## src/rtl/imm_pkg.sv

```systemverilog
// imm_pkg: shared types, opcode constants and the pure immediate decoder for
// the immediate-decode stage.
//   imm_fmt_e    - immediate format code carried on out_fmt
//   buf_state_e  - occupancy of the main/skid buffer pair (debug visible)
//   imm_dec_t    - decoder result: format, 64-bit immediate, illegal flag
//   decode_imm() - classifies an instruction word and builds its immediate;
//                  the immediate is always produced at 64 bits and callers
//                  truncate to XLEN (sign extension survives truncation).
package imm_pkg;

    typedef enum logic [2:0] {NONE, I, S, B, U, J, Z, SH} imm_fmt_e;

    typedef enum logic [1:0] {BUF_EMPTY, BUF_ONE, BUF_FULL} buf_state_e;

    localparam logic [6:0] OPC_OP_IMM    = 7'b0010011;
    localparam logic [6:0] OPC_OP_IMM_32 = 7'b0011011;
    localparam logic [6:0] OPC_LOAD      = 7'b0000011;
    localparam logic [6:0] OPC_JALR      = 7'b1100111;
    localparam logic [6:0] OPC_STORE     = 7'b0100011;
    localparam logic [6:0] OPC_BRANCH    = 7'b1100011;
    localparam logic [6:0] OPC_LUI       = 7'b0110111;
    localparam logic [6:0] OPC_AUIPC     = 7'b0010111;
    localparam logic [6:0] OPC_JAL       = 7'b1101111;
    localparam logic [6:0] OPC_SYSTEM    = 7'b1110011;
    localparam logic [6:0] OPC_OP        = 7'b0110011;
    localparam logic [6:0] OPC_OP_32     = 7'b0111011;
    localparam logic [6:0] OPC_MISC_MEM  = 7'b0001111;

    typedef struct packed {
        imm_fmt_e    fmt;
        logic [63:0] imm;
        logic        illegal;
    } imm_dec_t;

    function automatic imm_dec_t decode_imm(input logic [31:0] instr,
                                            input logic        rv64,
                                            input logic        en_zicsr);
        imm_dec_t   d;
        logic [6:0] opc;
        logic [2:0] f3;
        logic       is_shift;
        logic       f7_ok;
        logic       f6_ok;

        d.fmt     = NONE;
        d.imm     = '0;
        d.illegal = 1'b0;
        opc       = instr[6:0];
        f3        = instr[14:12];
        is_shift  = (f3 == 3'b001) || (f3 == 3'b101);
        // Shift encodings only allow the logical (all zero) or arithmetic
        // (bit 30 set) upper field.
        f7_ok     = (instr[31:25] == 7'b0000000) || (instr[31:25] == 7'b0100000);
        f6_ok     = (instr[31:26] == 6'b000000)  || (instr[31:26] == 6'b010000);

        if (instr[1:0] != 2'b11) begin
            d.illegal = 1'b1;
        end else begin
            case (opc)
                OPC_OP_IMM: begin
                    if (is_shift) begin
                        d.fmt = SH;
                        if (rv64) begin
                            d.imm     = {58'b0, instr[25:20]};
                            d.illegal = !f6_ok;
                        end else begin
                            d.imm     = {59'b0, instr[24:20]};
                            d.illegal = instr[25] || !f7_ok;
                        end
                    end else begin
                        d.fmt = I;
                        d.imm = {{52{instr[31]}}, instr[31:20]};
                    end
                end
                OPC_OP_IMM_32: begin
                    if (!rv64) begin
                        d.illegal = 1'b1;
                    end else if (is_shift) begin
                        d.fmt     = SH;
                        d.imm     = {59'b0, instr[24:20]};
                        d.illegal = !f7_ok;
                    end else begin
                        d.fmt = I;
                        d.imm = {{52{instr[31]}}, instr[31:20]};
                    end
                end
                OPC_LOAD, OPC_JALR: begin
                    d.fmt = I;
                    d.imm = {{52{instr[31]}}, instr[31:20]};
                end
                OPC_STORE: begin
                    d.fmt = S;
                    d.imm = {{52{instr[31]}}, instr[31:25], instr[11:7]};
                end
                OPC_BRANCH: begin
                    d.fmt = B;
                    d.imm = {{51{instr[31]}}, instr[31], instr[7],
                             instr[30:25], instr[11:8], 1'b0};
                end
                OPC_LUI, OPC_AUIPC: begin
                    d.fmt = U;
                    d.imm = {{32{instr[31]}}, instr[31:12], 12'b0};
                end
                OPC_JAL: begin
                    d.fmt = J;
                    d.imm = {{43{instr[31]}}, instr[31], instr[19:12],
                             instr[20], instr[30:21], 1'b0};
                end
                OPC_SYSTEM: begin
                    if (f3[2] && en_zicsr) begin
                        d.fmt = Z;
                        d.imm = {59'b0, instr[19:15]};
                    end
                end
                OPC_OP, OPC_MISC_MEM: begin
                    d.fmt = NONE;
                end
                OPC_OP_32: begin
                    d.illegal = !rv64;
                end
                default: begin
                    d.illegal = 1'b1;
                end
            endcase
        end

        // An undecodable word carries no immediate information downstream.
        if (d.illegal) begin
            d.fmt = NONE;
            d.imm = '0;
        end
        return d;
    endfunction

endpackage

```

## src/rtl/imm_decode_stage_if.sv

```systemverilog
// imm_decode_stage_if: upstream and downstream handshake bundle of the
// immediate-decode stage.
// Handshake rule (both sides): a beat transfers on the rising clock edge where
// valid && ready are both high; the sender holds its payload stable while
// valid is high and ready is low, and ready never depends on valid.
//   in_*   : fetch -> stage (in_valid, in_instr, in_pc) and in_ready back
//   out_*  : stage -> execute (out_valid and decoded payload), out_ready back
// Modports: master = the side driving instructions in / consuming results
//           slave  = the decode stage itself
interface imm_decode_stage_if
    import imm_pkg::*;
#(
    parameter int XLEN = 32
);
    logic            in_valid;
    logic            in_ready;
    logic [31:0]     in_instr;
    logic [XLEN-1:0] in_pc;

    logic            out_valid;
    logic            out_ready;
    logic [31:0]     out_instr;
    logic [XLEN-1:0] out_pc;
    logic [XLEN-1:0] out_imm;
    imm_fmt_e        out_fmt;
    logic [XLEN-1:0] out_target;
    logic            out_illegal;

    modport master (
        output in_valid, in_instr, in_pc, out_ready,
        input  in_ready, out_valid, out_instr, out_pc, out_imm, out_fmt,
               out_target, out_illegal
    );

    modport slave (
        input  in_valid, in_instr, in_pc, out_ready,
        output in_ready, out_valid, out_instr, out_pc, out_imm, out_fmt,
               out_target, out_illegal
    );
endinterface

```

## src/rtl/imm_extract.sv

```systemverilog
// imm_extract: combinational immediate extraction for one instruction.
//   instr/pc   in  : raw instruction and its address
//   fmt        out : immediate format
//   imm        out : immediate truncated to XLEN
//   target     out : pc + imm for B, J and AUIPC, else 0 (wraps at XLEN)
//   illegal    out : encoding cannot be decoded
module imm_extract
    import imm_pkg::*;
#(
    parameter int XLEN     = 32,
    parameter bit EN_ZICSR = 1'b1
) (
    input  logic [31:0]     instr,
    input  logic [XLEN-1:0] pc,
    output imm_fmt_e        fmt,
    output logic [XLEN-1:0] imm,
    output logic [XLEN-1:0] target,
    output logic            illegal
);
    imm_dec_t dec;
    logic     pc_rel;

    assign dec     = decode_imm(instr, XLEN == 64, EN_ZICSR);
    assign fmt     = dec.fmt;
    assign imm     = dec.imm[XLEN-1:0];
    assign illegal = dec.illegal;

    // LUI and AUIPC share fmt U; only AUIPC is PC-relative.
    assign pc_rel  = (dec.fmt == B) || (dec.fmt == J) ||
                     ((dec.fmt == U) && (instr[6:0] == OPC_AUIPC));
    assign target  = pc_rel ? (pc + imm) : '0;

    generate
        if (XLEN < 64) begin : g_narrow
            // Upper immediate bits are pure sign copies on a narrow core.
            logic unused_hi;
            assign unused_hi = |dec.imm[63:XLEN];
        end
    endgenerate
endmodule

```

## src/rtl/imm_decode_stage.sv

```systemverilog
// imm_decode_stage: registered immediate-decode stage with a two-entry
// (main + skid) buffer.
//   clk, rst_n  : clock, asynchronous active-low reset
//   flush       : synchronous kill of both entries; a beat offered in the
//                 flush cycle is dropped
//   bus         : slave side of imm_decode_stage_if (in_* / out_* handshake)
//   dbg_state   : buffer occupancy for observation
// Decoding happens before the register so out_target is a registered value.
module imm_decode_stage
    import imm_pkg::*;
#(
    parameter int XLEN     = 32,
    parameter bit EN_ZICSR = 1'b1
) (
    input  logic                clk,
    input  logic                rst_n,
    input  logic                flush,
    imm_decode_stage_if.slave   bus,
    output buf_state_e          dbg_state
);
    typedef struct packed {
        logic [31:0]     instr;
        logic [XLEN-1:0] pc;
        logic [XLEN-1:0] imm;
        logic [XLEN-1:0] target;
        imm_fmt_e        fmt;
        logic            illegal;
    } beat_t;

    beat_t      dec_beat;
    beat_t      main_q;
    beat_t      skid_q;
    buf_state_e state;
    buf_state_e state_nxt;
    logic       out_valid_q;
    logic       in_ready_q;
    logic       accept;
    logic       drain;
    logic       load_main_in;
    logic       load_main_skid;
    logic       load_skid;

    imm_extract #(
        .XLEN     (XLEN),
        .EN_ZICSR (EN_ZICSR)
    ) u_extract (
        .instr   (bus.in_instr),
        .pc      (bus.in_pc),
        .fmt     (dec_beat.fmt),
        .imm     (dec_beat.imm),
        .target  (dec_beat.target),
        .illegal (dec_beat.illegal)
    );
    assign dec_beat.instr = bus.in_instr;
    assign dec_beat.pc    = bus.in_pc;

    assign accept = bus.in_valid && in_ready_q && !flush;
    assign drain  = out_valid_q && bus.out_ready;

    always_comb begin
        state_nxt      = state;
        load_main_in   = 1'b0;
        load_main_skid = 1'b0;
        load_skid      = 1'b0;
        if (flush) begin
            state_nxt = BUF_EMPTY;
        end else begin
            case (state)
                BUF_EMPTY: begin
                    if (accept) begin
                        state_nxt    = BUF_ONE;
                        load_main_in = 1'b1;
                    end
                end
                BUF_ONE: begin
                    case ({drain, accept})
                        2'b11: load_main_in = 1'b1;
                        2'b10: state_nxt    = BUF_EMPTY;
                        2'b01: begin
                            // Main is stalled, so the new beat parks in skid.
                            state_nxt = BUF_FULL;
                            load_skid = 1'b1;
                        end
                        default: ;
                    endcase
                end
                BUF_FULL: begin
                    if (drain) begin
                        state_nxt      = BUF_ONE;
                        load_main_skid = 1'b1;
                    end
                end
                default: state_nxt = BUF_EMPTY;
            endcase
        end
    end

    // Handshake outputs come straight from flops, not from a state decode.
    always_ff @(posedge clk or negedge rst_n) begin
        if (!rst_n) begin
            state       <= BUF_EMPTY;
            out_valid_q <= 1'b0;
            in_ready_q  <= 1'b1;
        end else begin
            state       <= state_nxt;
            out_valid_q <= (state_nxt != BUF_EMPTY);
            in_ready_q  <= (state_nxt != BUF_FULL);
        end
    end

    // Data registers are not touched by flush; only the valid state is.
    always_ff @(posedge clk or negedge rst_n) begin
        if (!rst_n) begin
            main_q <= '0;
            skid_q <= '0;
        end else begin
            if (load_skid) begin
                skid_q <= dec_beat;
            end
            if (load_main_in) begin
                main_q <= dec_beat;
            end else if (load_main_skid) begin
                main_q <= skid_q;
            end
        end
    end

    assign bus.in_ready    = in_ready_q;
    assign bus.out_valid   = out_valid_q;
    assign bus.out_instr   = main_q.instr;
    assign bus.out_pc      = main_q.pc;
    assign bus.out_imm     = main_q.imm;
    assign bus.out_fmt     = main_q.fmt;
    assign bus.out_target  = main_q.target;
    assign bus.out_illegal = main_q.illegal;
    assign dbg_state       = state;
endmodule

```

## src/flat_wrapper.sv

```systemverilog
// flat-port wrapper written by rule: the top's interface ports become plain ports
module imm_decode_stage_flat import imm_pkg::*;
#(
    parameter int XLEN     = 32,
    parameter bit EN_ZICSR = 1'b1
)
  (clk, rst_n, flush, dbg_state, bus_in_valid, bus_in_instr, bus_in_pc, bus_out_ready, bus_in_ready, bus_out_valid, bus_out_instr, bus_out_pc, bus_out_imm, bus_out_fmt, bus_out_target, bus_out_illegal);
  imm_decode_stage_if #(.XLEN(XLEN)) bus_i ();
  input  logic clk;
  input  logic rst_n;
  input  logic flush;
  output buf_state_e dbg_state;
  input wire logic [$bits(bus_i.in_valid)-1:0] bus_in_valid;
  input wire logic [$bits(bus_i.in_instr)-1:0] bus_in_instr;
  input wire logic [$bits(bus_i.in_pc)-1:0] bus_in_pc;
  input wire logic [$bits(bus_i.out_ready)-1:0] bus_out_ready;
  output wire logic [$bits(bus_i.in_ready)-1:0] bus_in_ready;
  output wire logic [$bits(bus_i.out_valid)-1:0] bus_out_valid;
  output wire logic [$bits(bus_i.out_instr)-1:0] bus_out_instr;
  output wire logic [$bits(bus_i.out_pc)-1:0] bus_out_pc;
  output wire logic [$bits(bus_i.out_imm)-1:0] bus_out_imm;
  output wire logic [$bits(bus_i.out_fmt)-1:0] bus_out_fmt;
  output wire logic [$bits(bus_i.out_target)-1:0] bus_out_target;
  output wire logic [$bits(bus_i.out_illegal)-1:0] bus_out_illegal;
  assign bus_i.in_valid = bus_in_valid;
  assign bus_i.in_instr = bus_in_instr;
  assign bus_i.in_pc = bus_in_pc;
  assign bus_i.out_ready = bus_out_ready;
  assign bus_in_ready = bus_i.in_ready;
  assign bus_out_valid = bus_i.out_valid;
  assign bus_out_instr = bus_i.out_instr;
  assign bus_out_pc = bus_i.out_pc;
  assign bus_out_imm = bus_i.out_imm;
  assign bus_out_fmt = bus_i.out_fmt;
  assign bus_out_target = bus_i.out_target;
  assign bus_out_illegal = bus_i.out_illegal;
  imm_decode_stage #(.XLEN(XLEN), .EN_ZICSR(EN_ZICSR)) u_core (.clk(clk), .rst_n(rst_n), .flush(flush), .bus(bus_i), .dbg_state(dbg_state));
endmodule
```

## config.mk

```make
export PLATFORM = sky130hd
export DESIGN_NAME = imm_decode_stage_flat
export DESIGN_NICKNAME = d
export VERILOG_FILES = /design/src/rtl/imm_pkg.sv /design/src/rtl/imm_decode_stage_if.sv /design/src/rtl/imm_extract.sv /design/src/rtl/imm_decode_stage.sv /design/src/flat_wrapper.sv
export SDC_FILE = /design/constraint.sdc
export NUM_CORES = 1
export LEC_CHECK = 0
export CAP_MARGIN = 20
export CORE_ASPECT_RATIO = 0.6
export CORE_UTILIZATION = 55
export DETAILED_ROUTE_END_ITERATION = 12
export PLACE_DENSITY = 0.81
export RECOVER_POWER = 100
export SLEW_MARGIN = 10
export SYNTH_ARGS = -nofsm -noshare
export SYNTH_HDL_FRONTEND = slang
export SYNTH_SLANG_ARGS = --single-unit
export TNS_END_PERCENT = 5
```

## constraint.sdc

```tcl
create_clock -name clk -period 4.54 [get_ports clk]
set_input_delay 0.454 -clock clk [delete_from_list [all_inputs] [get_ports clk]]
set_output_delay 0.454 -clock clk [all_outputs]
set_load 0.01 [all_outputs]
```

==> results.md <==
- Synth Register Bits: 268
- Crit end category: flip-flop
- # diodes: 0
- Actual transition at the worst max-transition pin: 3031 ps
- Top cells by area, synth: dfrtp_1 51%, nand2_1 14%, a22oi_1 4.0%
- Most frequent cell after synthesis: nand2_1
- VDD IR max: 250.0 uV
- CTS clk-pin slew, worst paths: 70 ps
- Sequential area share after synthesis: 51.05%
- Top post-synthesis cells by count: 489 x nand2_1, 267 x dfrtp_1, 84 x clkbuf_1
- Mapped Cells: 1491
- Fin crit period: 4269 ps
- Post-synth EDFFs: 0
- Fin Hold WS: 468.8 ps
- Register area: 6708 sq um
- Critical path peak fanout: 6
- Synth cell types: 70
- Max cap viols: 5
- DRC errors left: 0
- Global route total overflow: 0
- Status: finished with violations
- CP arrival: 4630 ps
- Multi-input logic area: 5984 sq um
- First-pass GRT wire length: 66300 microns
- Synth-to-layout area growth: 27.87%
- Power Density: 382.4 nW/um^2
- Final HPWL DP: 30130 microns
- Num rows: 43
- Fin crit share: 94.04%
- H-tree levels: 1
- Fin. max-slew vios: 372
- Post-Syn Area per Cell: 8.812 sq um
- Fmax: 234.2 MHz
- Initial antenna violation count: 1
- Vias post-DR: 12440
- TritonCTS Sinks: 268
- Nets: 1834
- Area share of the largest cell type after synthesis: 50.85%
- Core ar.: 23240 sq um
- Hold crit path type: flip-flop to flip-flop
- YS warnings: 0
- Worst skew pair latency: 540 ps
- Layout cells sized above 1: 9.949%
- Root buffer cell: clkbuf_16
- Initial core utilization: 56.53%
- Top_reg_cell synth: dfrtp_1
- Setup TNS: 0 ps
- Slew Limit Headroom: -102.1%
- Drt first pass iters: 9
- First DRT Iteration DRCs: 1507
- Port-buffer cells: 204
- Fin Clk Skew: 11.48 ps
- Die width: 201.5 microns
- Die ar.: 24530 sq um
- Drt total wl: 42810 microns
- Total track usage: 34.94%
- Failing checks: max-capacitance violations, max-slew violations
- CTS tree: done
- Largest net degree at the start of global routing: 122
- Hold Fails Final Rpt: 0
- Worst EP required: 4900 ps
- Lkg Pwr: 8.387 nW
- Crit start category: input pin
- DR vias/cell: 6.027
- Cts bufs inserted: 26
- ANT nets after route: 0
- Clock buffer depth: 3
- Layout fillers: 1820
- Setup repair after global routing missed its margin: false
- WL per Instance: 20.74 microns
- Async set-reset flop share out of synthesis: 100.0%
- Non-Filler Instances: 2064
- Vias in the first global route: 11680
- Placed Instances: 2018
- Setup-failing EPs final: 0
- Die height: 121.7 microns
- I/O pin cnt: 205
- Final Wtd Congestion: 0.9489
- Mapped cell area: 13140 sq um
- Crit path kind: input pin to flip-flop
- Post-Syn Nets: 1594
- Cell taking the most area after synthesis: dfrtp_1
==> cell families after synthesis <==
logic type	count (synthesis)	share of synthesized area, %
simple gates	640	19.92
compound gates	381	18.94
flops	268	51.05
buf+inv	123	3.561
fa+ha+maj	34	3.295
xor+xnor	28	1.866
mux	17	1.362
==> report_power, final <==
part           internal (mW)  switching (mW)
sequential              2.77           0.232
clock                   1.17           0.952
combinational          0.585           0.712
total                   4.53            1.90
==> critical path, cell delays in order <==
cell,delay (ps)
clkdlybuf4s50_1,510
nand2_1,210
nor2b_1,100
a21oi_1,120
nor2_1,100
a222oi_1,560
or2_2,210
inv_1,60
buf_4,130
fa_1,410
a211oi_2,280
nor4b_2,110
a2111oi_4,380
o21ai_2,100
and3_1,250
a311oi_1,320
xor2_1,200
o22ai_1,100
==> per-layer routing <==
| layer | track usage [%] | wire, microns | up-vias |
|---|---|---|---|
| met5 | 0 | 0 | - |
| met4 | 7.055 | 794 | 0 |
| met3 | 9.256 | 4943 | 68 |
| met2 | 48.99 | 17650 | 660 |
| met1 | 54.01 | 19420 | 6085 |
| li1 | - | - | 5626 |
==> cells in the final DEF (no fill, tap or decap), drive strengths merged, types with 3 or more instances in the layout <==
| cell | n |
|---|---|
| mux2i | 10 |
| nor2b | 10 |
| a22o | 3 |
| xor2 | 12 |
| a222oi | 5 |
| a21oi | 77 |
| xnor2 | 16 |
| nor2 | 62 |
| a21o | 25 |
| a31oi | 29 |
| o21a | 9 |
| dlygate4sd3 | 137 |
| nor3 | 15 |
| o31ai | 3 |
| or3 | 4 |
| clkinv | 8 |
| a22oi | 70 |
| a211oi | 5 |
| o211ai | 5 |
| mux2 | 7 |
| ha | 33 |
| dfrtp | 267 |
| clkdlybuf4s50 | 66 |
| nor3b | 3 |
| buf | 90 |
| and3 | 8 |
| o21ai | 87 |
| or4 | 4 |
| nand4 | 6 |
| o22ai | 33 |
| nand3 | 16 |
| o21bai | 8 |
| and2 | 8 |
| nand2 | 490 |
| clkbuf | 50 |
| inv | 28 |
| or2 | 9 |
==> path summary, 6_finish.rpt <==
path                                        from                         to  slack, ps  cells after the start
hold reg to reg            u_core.bus.out_pc[31]      u_core.bus.out_pc[31]        470                      2
setup reg to reg             u_core.dbg_state[0]  u_core.bus.out_target[31]        580                      8
hold / removal             u_core.bus.out_pc[31]      u_core.bus.out_pc[31]        470                      2
setup / recovery                 bus_in_instr[5]  u_core.bus.out_target[20]        270                     18
max in group asynchronous                  rst_n         u_core.skid_q[114]       1310                      2
min in group asynchronous                  rst_n        u_core.dbg_state[0]        870                      1
==> area by class of cell <==
cell class / instances / area share [%]
flip-flops and latches: 268 / 39.92
inverters: 28 / 0.6256
multi-input cells: 1100 / 35.62
well taps: 315 / 2.346
clock buffers: 36 / 4.520
repair buffers: 307 / 16.59
clock inverters: 10 / 0.3724
==> sequential cells by signal, indices dropped and copies added (netlist names) <==
register	flops
u_core.bus.out_target	32
u_core.bus.out_illegal	1
u_core.bus.out_instr	32
u_core.dbg_state	2
u_core.bus.out_imm	32
u_core.skid_q	132
u_core.bus.out_pc	32
u_core.bus.out_valid	1
u_core.bus.in_ready	1
u_core.bus.out_fmt	3
==> metrics by stage <==
stage | total power [mW] | instance area [sq um] | setup WS (ps) | util (%)
final | 6.425 | 16800 | 270.8 | 72.29
after global routing | 6.714 | 16800 | 13.26 | 72.29
after detailed placement | 4.410 | 16060 | -290.3 | 69.12
after floorplan | 3.598 | 13140 | 654.2 | -
after global placement | 4.362 | 16060 | -229.4 | 69.12
after CTS | 6.527 | 16890 | 230.8 | 72.65
==> repair_timing <==
item / CTS / global route
gates resized for setup: 0 / 1
setup buffers: 0 / 0
hold buffers: 0 / 0
setup endpoints to repair: 0 / 4
No activity file was read; power rests on OpenSTA's default activity.
